==> src/rtl/sram_port_arbiter.sv <==
// Single-port SRAM arbiter: CPU port A (r/w), video port B (read-only),
// plus a sequencer that zero-fills the whole array.
module sram_port_arbiter #(
    parameter int DATA_WIDTH = 8,
    parameter int ADDR_WIDTH = 10,
    parameter int MAX_WAIT   = 4
) (
    input  logic                  clk,
    input  logic                  rst,
    input  logic                  a_req,
    input  logic                  a_we,
    input  logic [ADDR_WIDTH-1:0] a_addr,
    input  logic [DATA_WIDTH-1:0] a_din,
    output logic                  a_ack,
    output logic                  a_valid,
    output logic [DATA_WIDTH-1:0] a_dout,
    input  logic                  b_req,
    input  logic [ADDR_WIDTH-1:0] b_addr,
    output logic                  b_ack,
    output logic                  b_valid,
    output logic [DATA_WIDTH-1:0] b_dout,
    input  logic                  clr_start,
    output logic                  clr_busy,
    output logic [ADDR_WIDTH-1:0] ram_addr,
    output logic [DATA_WIDTH-1:0] ram_data,
    output logic                  ram_cen,
    output logic                  ram_we,
    input  logic [DATA_WIDTH-1:0] ram_q
);

    localparam logic [0:0] IDLE  = 1'b0;
    localparam logic [0:0] CLEAR = 1'b1;
    localparam logic [3:0] WAIT_LIM = 4'(MAX_WAIT);
    localparam logic [ADDR_WIDTH-1:0] CNT_ONE = ADDR_WIDTH'(1);

    logic [0:0]            state;
    logic [ADDR_WIDTH-1:0] clr_cnt;
    logic [3:0]            wait_cnt;
    logic                  a_pend;
    logic                  b_pend;
    logic [DATA_WIDTH-1:0] a_hold;
    logic [DATA_WIDTH-1:0] b_hold;
    logic                  idle_ok;
    logic                  a_win;
    logic                  b_win;

    assign idle_ok = (state == IDLE) && !rst;
    assign b_win   = idle_ok && b_req && (!a_req || wait_cnt == WAIT_LIM);
    assign a_win   = idle_ok && a_req && !b_win;

    assign a_ack    = a_win;
    assign b_ack    = b_win;
    assign clr_busy = (state == CLEAR);

    // Read data comes straight from the SRAM on the valid cycle, then is held.
    assign a_valid = a_pend;
    assign b_valid = b_pend;
    assign a_dout  = a_pend ? ram_q : a_hold;
    assign b_dout  = b_pend ? ram_q : b_hold;

    always_comb begin
        ram_cen  = 1'b0;
        ram_we   = 1'b0;
        ram_addr = a_addr;
        ram_data = a_din;
        if (!rst && state == CLEAR) begin
            ram_cen  = 1'b1;
            ram_we   = 1'b1;
            ram_addr = clr_cnt;
            ram_data = '0;
        end else if (b_win) begin
            ram_cen  = 1'b1;
            ram_addr = b_addr;
        end else if (a_win) begin
            ram_cen = 1'b1;
            ram_we  = a_we;
        end
    end

    always_ff @(posedge clk) begin
        if (rst) begin
            state    <= IDLE;
            clr_cnt  <= '0;
            wait_cnt <= '0;
            a_pend   <= 1'b0;
            b_pend   <= 1'b0;
            a_hold   <= '0;
            b_hold   <= '0;
        end else begin
            a_pend <= a_win && !a_we;
            b_pend <= b_win;
            if (a_pend) a_hold <= ram_q;
            if (b_pend) b_hold <= ram_q;
            unique case (state)
                IDLE: begin
                    if (b_req && !b_win) begin
                        if (wait_cnt != WAIT_LIM)
                            wait_cnt <= wait_cnt + 4'd1;
                    end else begin
                        wait_cnt <= '0;
                    end
                    if (clr_start) begin
                        state   <= CLEAR;
                        clr_cnt <= '0;
                    end
                end
                CLEAR: begin
                    clr_cnt <= clr_cnt + CNT_ONE;
                    if (&clr_cnt) state <= IDLE;
                end
                default: state <= IDLE;
            endcase
        end
    end

endmodule

==> config.mk <==
export PLATFORM = sky130hd
export DESIGN_NAME = sram_port_arbiter
export DESIGN_NICKNAME = d
export VERILOG_FILES = /design/src/rtl/sram_port_arbiter.sv
export SDC_FILE = /design/constraint.sdc
export NUM_CORES = 1
export LEC_CHECK = 0
export ABC_CLOCK_PERIOD_IN_PS = 1900
export BUFFER_PORTS_ARGS = -buffer_cell sky130_fd_sc_hd__buf_2
export CORE_ASPECT_RATIO = 0.7
export CORE_MARGIN = 2
export CORE_UTILIZATION = 40
export DETAILED_ROUTE_END_ITERATION = 8
export PLACE_DENSITY = 0.69
export RECOVER_POWER = 25
export SLEW_MARGIN = 5
export SYNTH_ARGS = -nofsm -noshare
export SYNTH_HDL_FRONTEND = slang
export SYNTH_SLANG_ARGS = --single-unit
==> constraint.sdc <==
create_clock -name clk -period 1.9 [get_ports clk]
set_input_delay 0.475 -clock clk [delete_from_list [all_inputs] [get_ports clk]]
set_output_delay 0.475 -clock clk [all_outputs]
set_load 0.01 [all_outputs]
# Yosys cells after proc, flatten, opt, wreduce, memory -nomap -nowiden
# Cells that the tools add are included.
# op_classes
mux	18
bitwise	1
n_eq_ne	4
add_sub_neg	2
reduce_logical	15
# ops
operator	n
2-to-1 mux 10 bit	3
2-to-1 mux 8 bit	3
one-hot mux 10 bit (2 select lines)	1
adder 10 x 1 -> 10 bit (second input constant)	1
AND reduction 10 bit	1
logical AND 1 bit	8
2-to-1 mux 1 bit	8
2-to-1 mux 4 bit	2
adder 4 x 1 -> 4 bit (second input constant)	1
== test 4 x 3 -> 1 bit (second input constant)	1
logical NOT 1 bit	4
inequality test 4 x 3 -> 1 bit (second input constant)	1
inequality test 2 x 1 -> 1 bit (second input constant)	1
inequality test 2 bit (second input constant)	1
one-hot mux 1 bit (2 select lines)	1
AND reduction 2 bit	1
logical OR 1 bit	1
inverter 1 bit	1
# word_totals
word_cells	47
regBits	33

# Depth between registers and ports, before layout
# Gate-level depths: netlist (run 1).
# depth
ltp_word	9
mapped_depth	6
depth_no_buf	5

# Worst setup path after synthesis (run 1)
# No wires, ideal clock.
# synth_timing
kind	register -> output
from	register wait_cnt[0]
to	output port ram_addr[1]
stages_incl_launch_ff	7
n_path_buf	1
path_slack_ns	0.050
arrival_ns	1.375
cell_sequence	dfxtp_1 -> inv_1 -> ha_1 -> and3b_1 -> buf_2 -> a2bb2oi_2 -> a31oi_1
# synth_via
elab_chain_len	5
# synth_lines
element	line	source
from (decl)	38	logic [3:0] wait_cnt;
from (signal assigned)	98	wait_cnt <= wait_cnt + 4'd1;
== test 4 x 3 -> 1 bit	48	assign b_win = idle_ok && b_req && (!a_req || wait_cnt == WAIT_LIM);
logical OR 1 bit	48	
logical AND 1 bit	48	
2-to-1 mux 10 bit	71	end else if (b_win) begin
2-to-1 mux 10 bit	66	if (!rst && state == CLEAR) begin
to (decl)	24	output logic [ADDR_WIDTH-1:0] ram_addr,
# Every way passes these cells.

# Final worst setup path (run 1)
# layout_timing
from	register wait_cnt[0]
to	output port ram_addr[9]
# The elaborated chain is that of the path after synthesis.

==> metrics.csv, run 1 <==
stage,metric,value,unit
power,p_leak,0.00121,uW
die,io_pins,83,
global_routing,grt_pass1_wl,8400,um
worst_setup_path,r2r_slack,0.14,ns
outcome,violations,negative setup slack,
timing,finalSetupViolations,13,
logic_synthesis,synth_top_cells_by_count,"dfxtp_1, nor2_1, mux2_2",
logic_synthesis,synth_top_area_share,33.2,%
clocking,clkLatencyLatePin,0.28,ns
logic_synthesis,syn_area,1990,sq um
placement,portBuffers,82,
global_routing,grt_overflow,0,
routing,dr.pass1.iters,4,
worst_setup_path,critical_path_buf_inv_count,3,
logic_synthesis,synth_edf_count,0,
cells_and_area,final_core_util,56.8,%
worst_setup_path,start_kind,flip-flop,
clocking,clkTransAtPathRegs,0.07,ns
placement,place_congestion,0.804,
timing,period_share,111,%
logic_synthesis,syn_area_per_cell,8.77,sq um
routing,vias,1993,
logic_synthesis,synth_cells,227,
die,die_h,63.0,um
clocking,cts-root-buf,clkbuf_8,
worst_setup_path,reg2reg_to,clr_cnt[9],
clocking,numClockSinks,33,
global_routing,grt_max_degree,31,
logic_synthesis,synth.most_common_cell,dfxtp_1,
global_routing,grtUsageMet3,5.15,%
timing,setup_tns,-2.26,ns
cells_and_area,antenna_cells,0,
timing,rsz0062_at_grt,true,
worst_setup_path,cp_top_family,buffers and inverters,
logic_synthesis,yosys_warnings,0,
power,power.total,1580,uW
global_routing,grt_usage,18.7,%
job,maxCapViolations,0,
worst_setup_path,cp-startpoint,wait_cnt[0],
timing,maxSlewHeadroom,71.7,%
die,core,4780,sq um
routing,ant_nets,0,
worst_setup_path,slowest_stage,dfxtp_2,
worst_setup_path,path_depth,7,
global_routing,grt_pass1_vias,1772,
logic_synthesis,synthTopCellsByArea,"dfxtp_1, mux2_2, a2bb2oi_2, nor2b_1, o211ai_1",
global_routing,grt.busiest_layer,met1,
die,start_util,41.6,%
power,irDropWorstVdd,0.000401,V
die,die_width,88.3,um
logic_synthesis,synth_top_flop_cell,dfxtp_1,
logic_synthesis,syn_nets,272,
worst_setup_path,end_kind,output port,
timing,final_max_slew_viol_count,0,
die,core.rowCount,21,
cells_and_area,layout.nets,364,
logic_synthesis,async_flop_share,0,%
die,dieArea,5570,sq um
routing,drc,0,
clocking,cts_tree,built,
routing,wl_per_cell,13.2,um
worst_setup_path,critPathArrivalTime,1.64,ns
global_routing,grt_use_met2,27.1,%
outcome,status,finished with violations,
routing,vias_per_cell,5.12,
worst_setup_path,crit_fanout,20,
worst_setup_path,crit_end,ram_addr[9],
worst_setup_path,reg2reg_depth,5,
hold_path,min_path_type,in -> reg,
worst_setup_path,slowest_delay,0.33,ns
timing,hold_violations,0,
logic_synthesis,yosysTopAreaCell,dfxtp_1,
timing,final.min_clock_period,2.12,ns
routing,drt_iter0_drc,54,
clocking,numCtsBuffers,5,
logic_synthesis,netlist-cell-type-count,39,
clocking,htreeDepth,2,
power,power_density,583,nW/um^2
global_routing,grt_use_met1,27.9,%
logic_synthesis,ys_seq_area_share,33.2,%
logic_synthesis,ys_ff_latch,33,
placement,hpwl,3770,um
cells_and_area,area_growth,36.5,%
timing,fin_ws,-0.217,ns
timing,worstMarginPinSlew,0.423,ns
timing,skew,0.0115,ns
routing,routed_wl,5120,um
cells_and_area,drive_above_1_share,46.9,%
clocking,clockBufferDepth,2,
worst_setup_path,crit_chain,inv_2 -> ha_2 -> and3b_2 -> buf_12 -> a2bb2oi_1 -> a31oi_1 -> buf_2,
timing,fmax,472,MHz
global_routing,antenna_found_initial,0,
clocking,hold_buffers,0,
worst_setup_path,crit_type,reg -> out,
worst_setup_path,required,1.42,ns
worst_setup_path,r2r-start,clr_busy,
[metal layers]
metal	part of all wire, %	vias up
met3	4.6	2
met5	0	-
li1	-	1005
met4	0.31	0
met2	45	39
met1	50	947
[report_power, final]
group | total (uW) | switching, uW | internal, uW | leakage (uW)
clock network | 509 | 255 | 254 | 0.0000450
registers | 720 | 12.7 | 707 | 0.000268
logic | 354 | 179 | 176 | 0.000900
total | 1580 | 446 | 1140 | 0.00121
[sequential cells by signal (all words and copies together), names as in the netlist]
signal    flops
clr_cnt      10
a_valid       1
clr_busy      1
wait_cnt      4
b_hold        8
b_valid       1
a_hold        8
[placed cells by master (no fill, tap or decap), types with 3 or more instances in the layout]
cell type  synthesis  layout
buf_2              8      82
dfxtp_1           33      31
nor2_1            20      20
mux2_2            19      19
nor2b_1           18      18
buf_4              0      15
nand2_1           14      14
o211ai_1          12      12
a31oi_1           11      11
and2_1            10      10
a21oi_1           11      10
a2bb2oi_2          8       8
nand3_1            7       7
clkbuf_8           0       5
nor3b_1            4       4
inv_1              4       3
nand2b_1           4       3
nor3_1             5       3
nand4b_1           3       3
buf_12             0       3
[logic make-up after synthesis]
kind of cell               synth area share (%)
AOI/OAI and AO/OA                          20.4
adders and majority gates                  1.89
and+or+nand+nor                            27.8
DFF                                        33.2
muxes                                      11.3
buffers and inverters                      5.40
[stage by stage]
stage / std cells / hold slack (ns) / worst slack (ns) / instance area (sq um)
3_3_place_gp: 377 / 0.503 / -0.139 / 2560
5_1_grt: 389 / 0.365 / -0.305 / 2720
2_1_floorplan: 227 / 0.462 / 0.0500 / 1990
3_5_place_dp: 377 / 0.510 / -0.153 / 2560
6_report: 389 / 0.370 / -0.217 / 2720
4_1_cts: 387 / 0.361 / -0.228 / 2690
[timing repair]
action                     4_1_cts  5_1_grt
setup endpoints to repair       21       32
pin swaps                        6        7
buffers inserted                 2        2
gates resized for setup         12        4
hold endpoints to repair         0        0
[worst min path at each step]
stage	cells after the start	from	end	slack (ns)
3_5_place_dp	2	wait_cnt[3]	wait_cnt[3]	0.51
5_1_grt	2	a_we	a_valid	0.36
4_1_cts	2	a_we	a_valid	0.36
3_3_place_gp	2	wait_cnt[3]	wait_cnt[3]	0.50
6_report	2	a_we	a_valid	0.37
2_1_floorplan	2	wait_cnt[1]	wait_cnt[1]	0.46
[layout make-up]
class                   instances  area (sq um)
clock buffers                   6          72.6
multi-input cells             172          1260
well taps                      69          86.3
inverters                       5          18.8
clock inverters                 2          10.0
flip-flops and latches         33           666
repair buffers                102           606
fillers                       472          2060
No activity file was read; power rests on OpenSTA's default activity.
==> inputs of run 2 (changes only) <==
--- a/config.mk
+++ b/config.mk
@@ -9,11 +9,10 @@
 export BUFFER_PORTS_ARGS = -buffer_cell sky130_fd_sc_hd__buf_2
 export CORE_ASPECT_RATIO = 0.7
 export CORE_MARGIN = 2
-export CORE_UTILIZATION = 40
+export CORE_UTILIZATION = 25
 export DETAILED_ROUTE_END_ITERATION = 8
-export PLACE_DENSITY = 0.69
 export RECOVER_POWER = 25
-export SLEW_MARGIN = 5
+export SLEW_MARGIN = 20
 export SYNTH_ARGS = -nofsm -noshare
 export SYNTH_HDL_FRONTEND = slang
 export SYNTH_SLANG_ARGS = --single-unit
==> run 2 against run 1 <==
  * Global-route usage is 6.3 points lower
  * Sequential power hardly changed
  * Clock power is 53% higher
  * Critical path type unchanged
  * Wire length is 10% higher
  * Clock skew is 0.0065 ns lower
  * Die area is 56% higher
  * The flow still finishes with violations (negative setup slack)
==> metrics.csv, run 2 (same netlist as run 1, synthesis figures left out) <==
stage,metric,value,unit,change
outcome,status,finished with violations,,unchanged
outcome,violations,negative setup slack,,unchanged
routing,ant_nets,0,,unchanged
routing,routed_wl,5640,um,was 5120 um
worst_setup_path,r2r_slack,0.34,ns,was 0.14 ns
power,power.total,1870,uW,was 1580 uW
worst_setup_path,crit_type,reg -> out,,unchanged
timing,period_share,114,%,was 111%
timing,fin_ws,-0.266,ns,was -0.217 ns
timing,finalSetupViolations,12,,was 13
global_routing,grt_usage,12.4,%,was 18.7%
timing,fmax,462,MHz,was 472 MHz
die,die_width,111,um,was 88.3 um
die,io_pins,83,,unchanged
clocking,hold_buffers,0,,unchanged
die,start_util,25.5,%,was 41.6%
cells_and_area,area_growth,47.0,%,was 36.5%
worst_setup_path,end_kind,output port,,unchanged
cells_and_area,layout.nets,368,,was 364
timing,maxSlewHeadroom,72.6,%,was 71.7%
worst_setup_path,required,1.42,ns,about the same
global_routing,grt_max_degree,21,,was 31
placement,portBuffers,82,,unchanged
hold_path,min-delay-start,a_we,,unchanged
global_routing,grt_overflow,0,,unchanged
die,core,7800,sq um,was 4780 sq um
timing,final_max_slew_viol_count,0,,unchanged
timing,worstMarginPinSlew,0.410,ns,was 0.423 ns
worst_setup_path,crit_fanout,10,,was 20
hold_path,min_path_type,in -> reg,,unchanged
timing,hold_violations,0,,unchanged
placement,place_congestion,0.841,,was 0.804
power,irDropWorstVdd,0.000346,V,was 0.000401 V
clocking,clkTransAtPathRegs,0.05,ns,was 0.07 ns
job,maxCapViolations,0,,unchanged
die,core.rowCount,27,,was 21
routing,vias,2084,,was 1993
cells_and_area,antenna_cells,0,,unchanged
clocking,htreeDepth,2,,unchanged
clocking,numCtsBuffers,5,,unchanged
clocking,cts_tree,built,,unchanged
cells_and_area,ff_latch_area,668,sq um,was 666 sq um
routing,drt_iter0_drc,88,,was 54
cells_and_area,drive_above_1_share,47.4,%,was 46.9%
clocking,numClockSinks,33,,unchanged
routing,drc,0,,unchanged
global_routing,grt_pass1_wl,8720,um,was 8400 um
cells_and_area,multi_input_comb_area,1270,sq um,was 1260 sq um
cells_and_area,regMostFlops,clr_cnt,,unchanged
cells_and_area,most-common-layout-cells,"buf_2, dfxtp_1, nor2_1",,unchanged
cells_and_area,stdcell_area,2930,sq um,was 2720 sq um
power,p_leak,0.00128,uW,was 0.00121 uW
global_routing,grt_pass1_vias,1811,,was 1772
cells_and_area,fillers,804,,was 472
timing,skew,0.00501,ns,was 0.0115 ns
worst_setup_path,critPathArrivalTime,1.69,ns,was 1.64 ns
placement,postPlaceCellArea,2630,sq um,was 2560 sq um
placement,hpwl,4050,um,was 3770 um
worst_setup_path,start_kind,flip-flop,,unchanged
routing,vias_per_cell,4.92,,was 5.12
timing,final.min_clock_period,2.17,ns,was 2.12 ns
cells_and_area,largest_reg_flops,10,,unchanged
routing,dr.pass1.iters,4,,unchanged
cells_and_area,final_common_cell,buf_2,,unchanged
clocking,cts-root-buf,clkbuf_16,,was clkbuf_8
die,dieArea,8700,sq um,was 5570 sq um
cells_and_area,reg_top3,"clr_cnt: 10 flops, a_hold: 8 flops, b_hold: 8 flops",,unchanged
worst_setup_path,r2r-start,clr_busy,,unchanged
worst_setup_path,cp-startpoint,wait_cnt[1],,was wait_cnt[0]
die,die_h,78.7,um,was 63.0 um
routing,wl_per_cell,13.3,um,was 13.2 um
timing,rsz0062_at_grt,true,,unchanged
global_routing,antenna_found_initial,0,,unchanged
clocking,clkLatencyLatePin,0.27,ns,was 0.28 ns
power,power_density,639,nW/um^2,was 583 nW/um^2
clocking,clockBufferDepth,2,,unchanged
[run 2: cell type report]
cell class / count / share of cell area (%)
clock buffer: 7 / 4.88
inverter: 5 / 0.642
multi-input combinational: 173 / 43.6
sequential: 33 / 22.8
tap: 101 / 4.32
timing repair buffer: 105 / 23.7
[run 2: metal layers]
layer  GRT usage, %  vias up  wire length, um
met1           16.5      999             2760
met5              0        -                0
met4           3.38        0               43
li1               -     1022                -
met2           20.2       58             2550
met3           3.01        5              283
[run 2: final timing paths]
path,end,cells after the start
hold reg to reg,wait_cnt[3],2
setup reg to reg,clr_cnt[9],4
hold / removal,a_valid,2
setup / recovery,ram_addr[1],7
[run 2: critical path, stage by stage, from the launching register on]
cell,delay [ns]
dfxtp_2,0.33
inv_2,0.04
ha_4,0.15
and3b_2,0.27
clkbuf_16,0.18
a2bb2oi_2,0.15
a31oi_1,0.14
buf_2,0.16
[run 2: what timing repair did]
item	4_1_cts	5_1_grt
pin swaps	2	17
cloned	2	2
setup buffers	0	1
endpoints found under the setup margin	18	16
gates resized for setup	6	16
[run 2: report_power, final]
part | switching [uW] | internal (uW) | total, uW
Sequential | 12.0 | 709 | 721
Combinational | 186 | 184 | 371
Clock | 265 | 513 | 778
Total | 463 | 1410 | 1870
[run 2: metrics by stage]
step           util (%)  std cells  setup TNS, ns  setup slack [ns]  hold slack [ns]
3_5_place_dp       33.7        412          -1.44            -0.197            0.518
2_1_floorplan         -        227              0            0.0500            0.462
4_1_cts            36.2        421          -2.72            -0.256            0.390
6_report           37.5        424          -2.53            -0.266            0.400
3_3_place_gp       33.7        412          -1.15            -0.157            0.502
5_1_grt            37.5        424          -3.42            -0.338            0.398
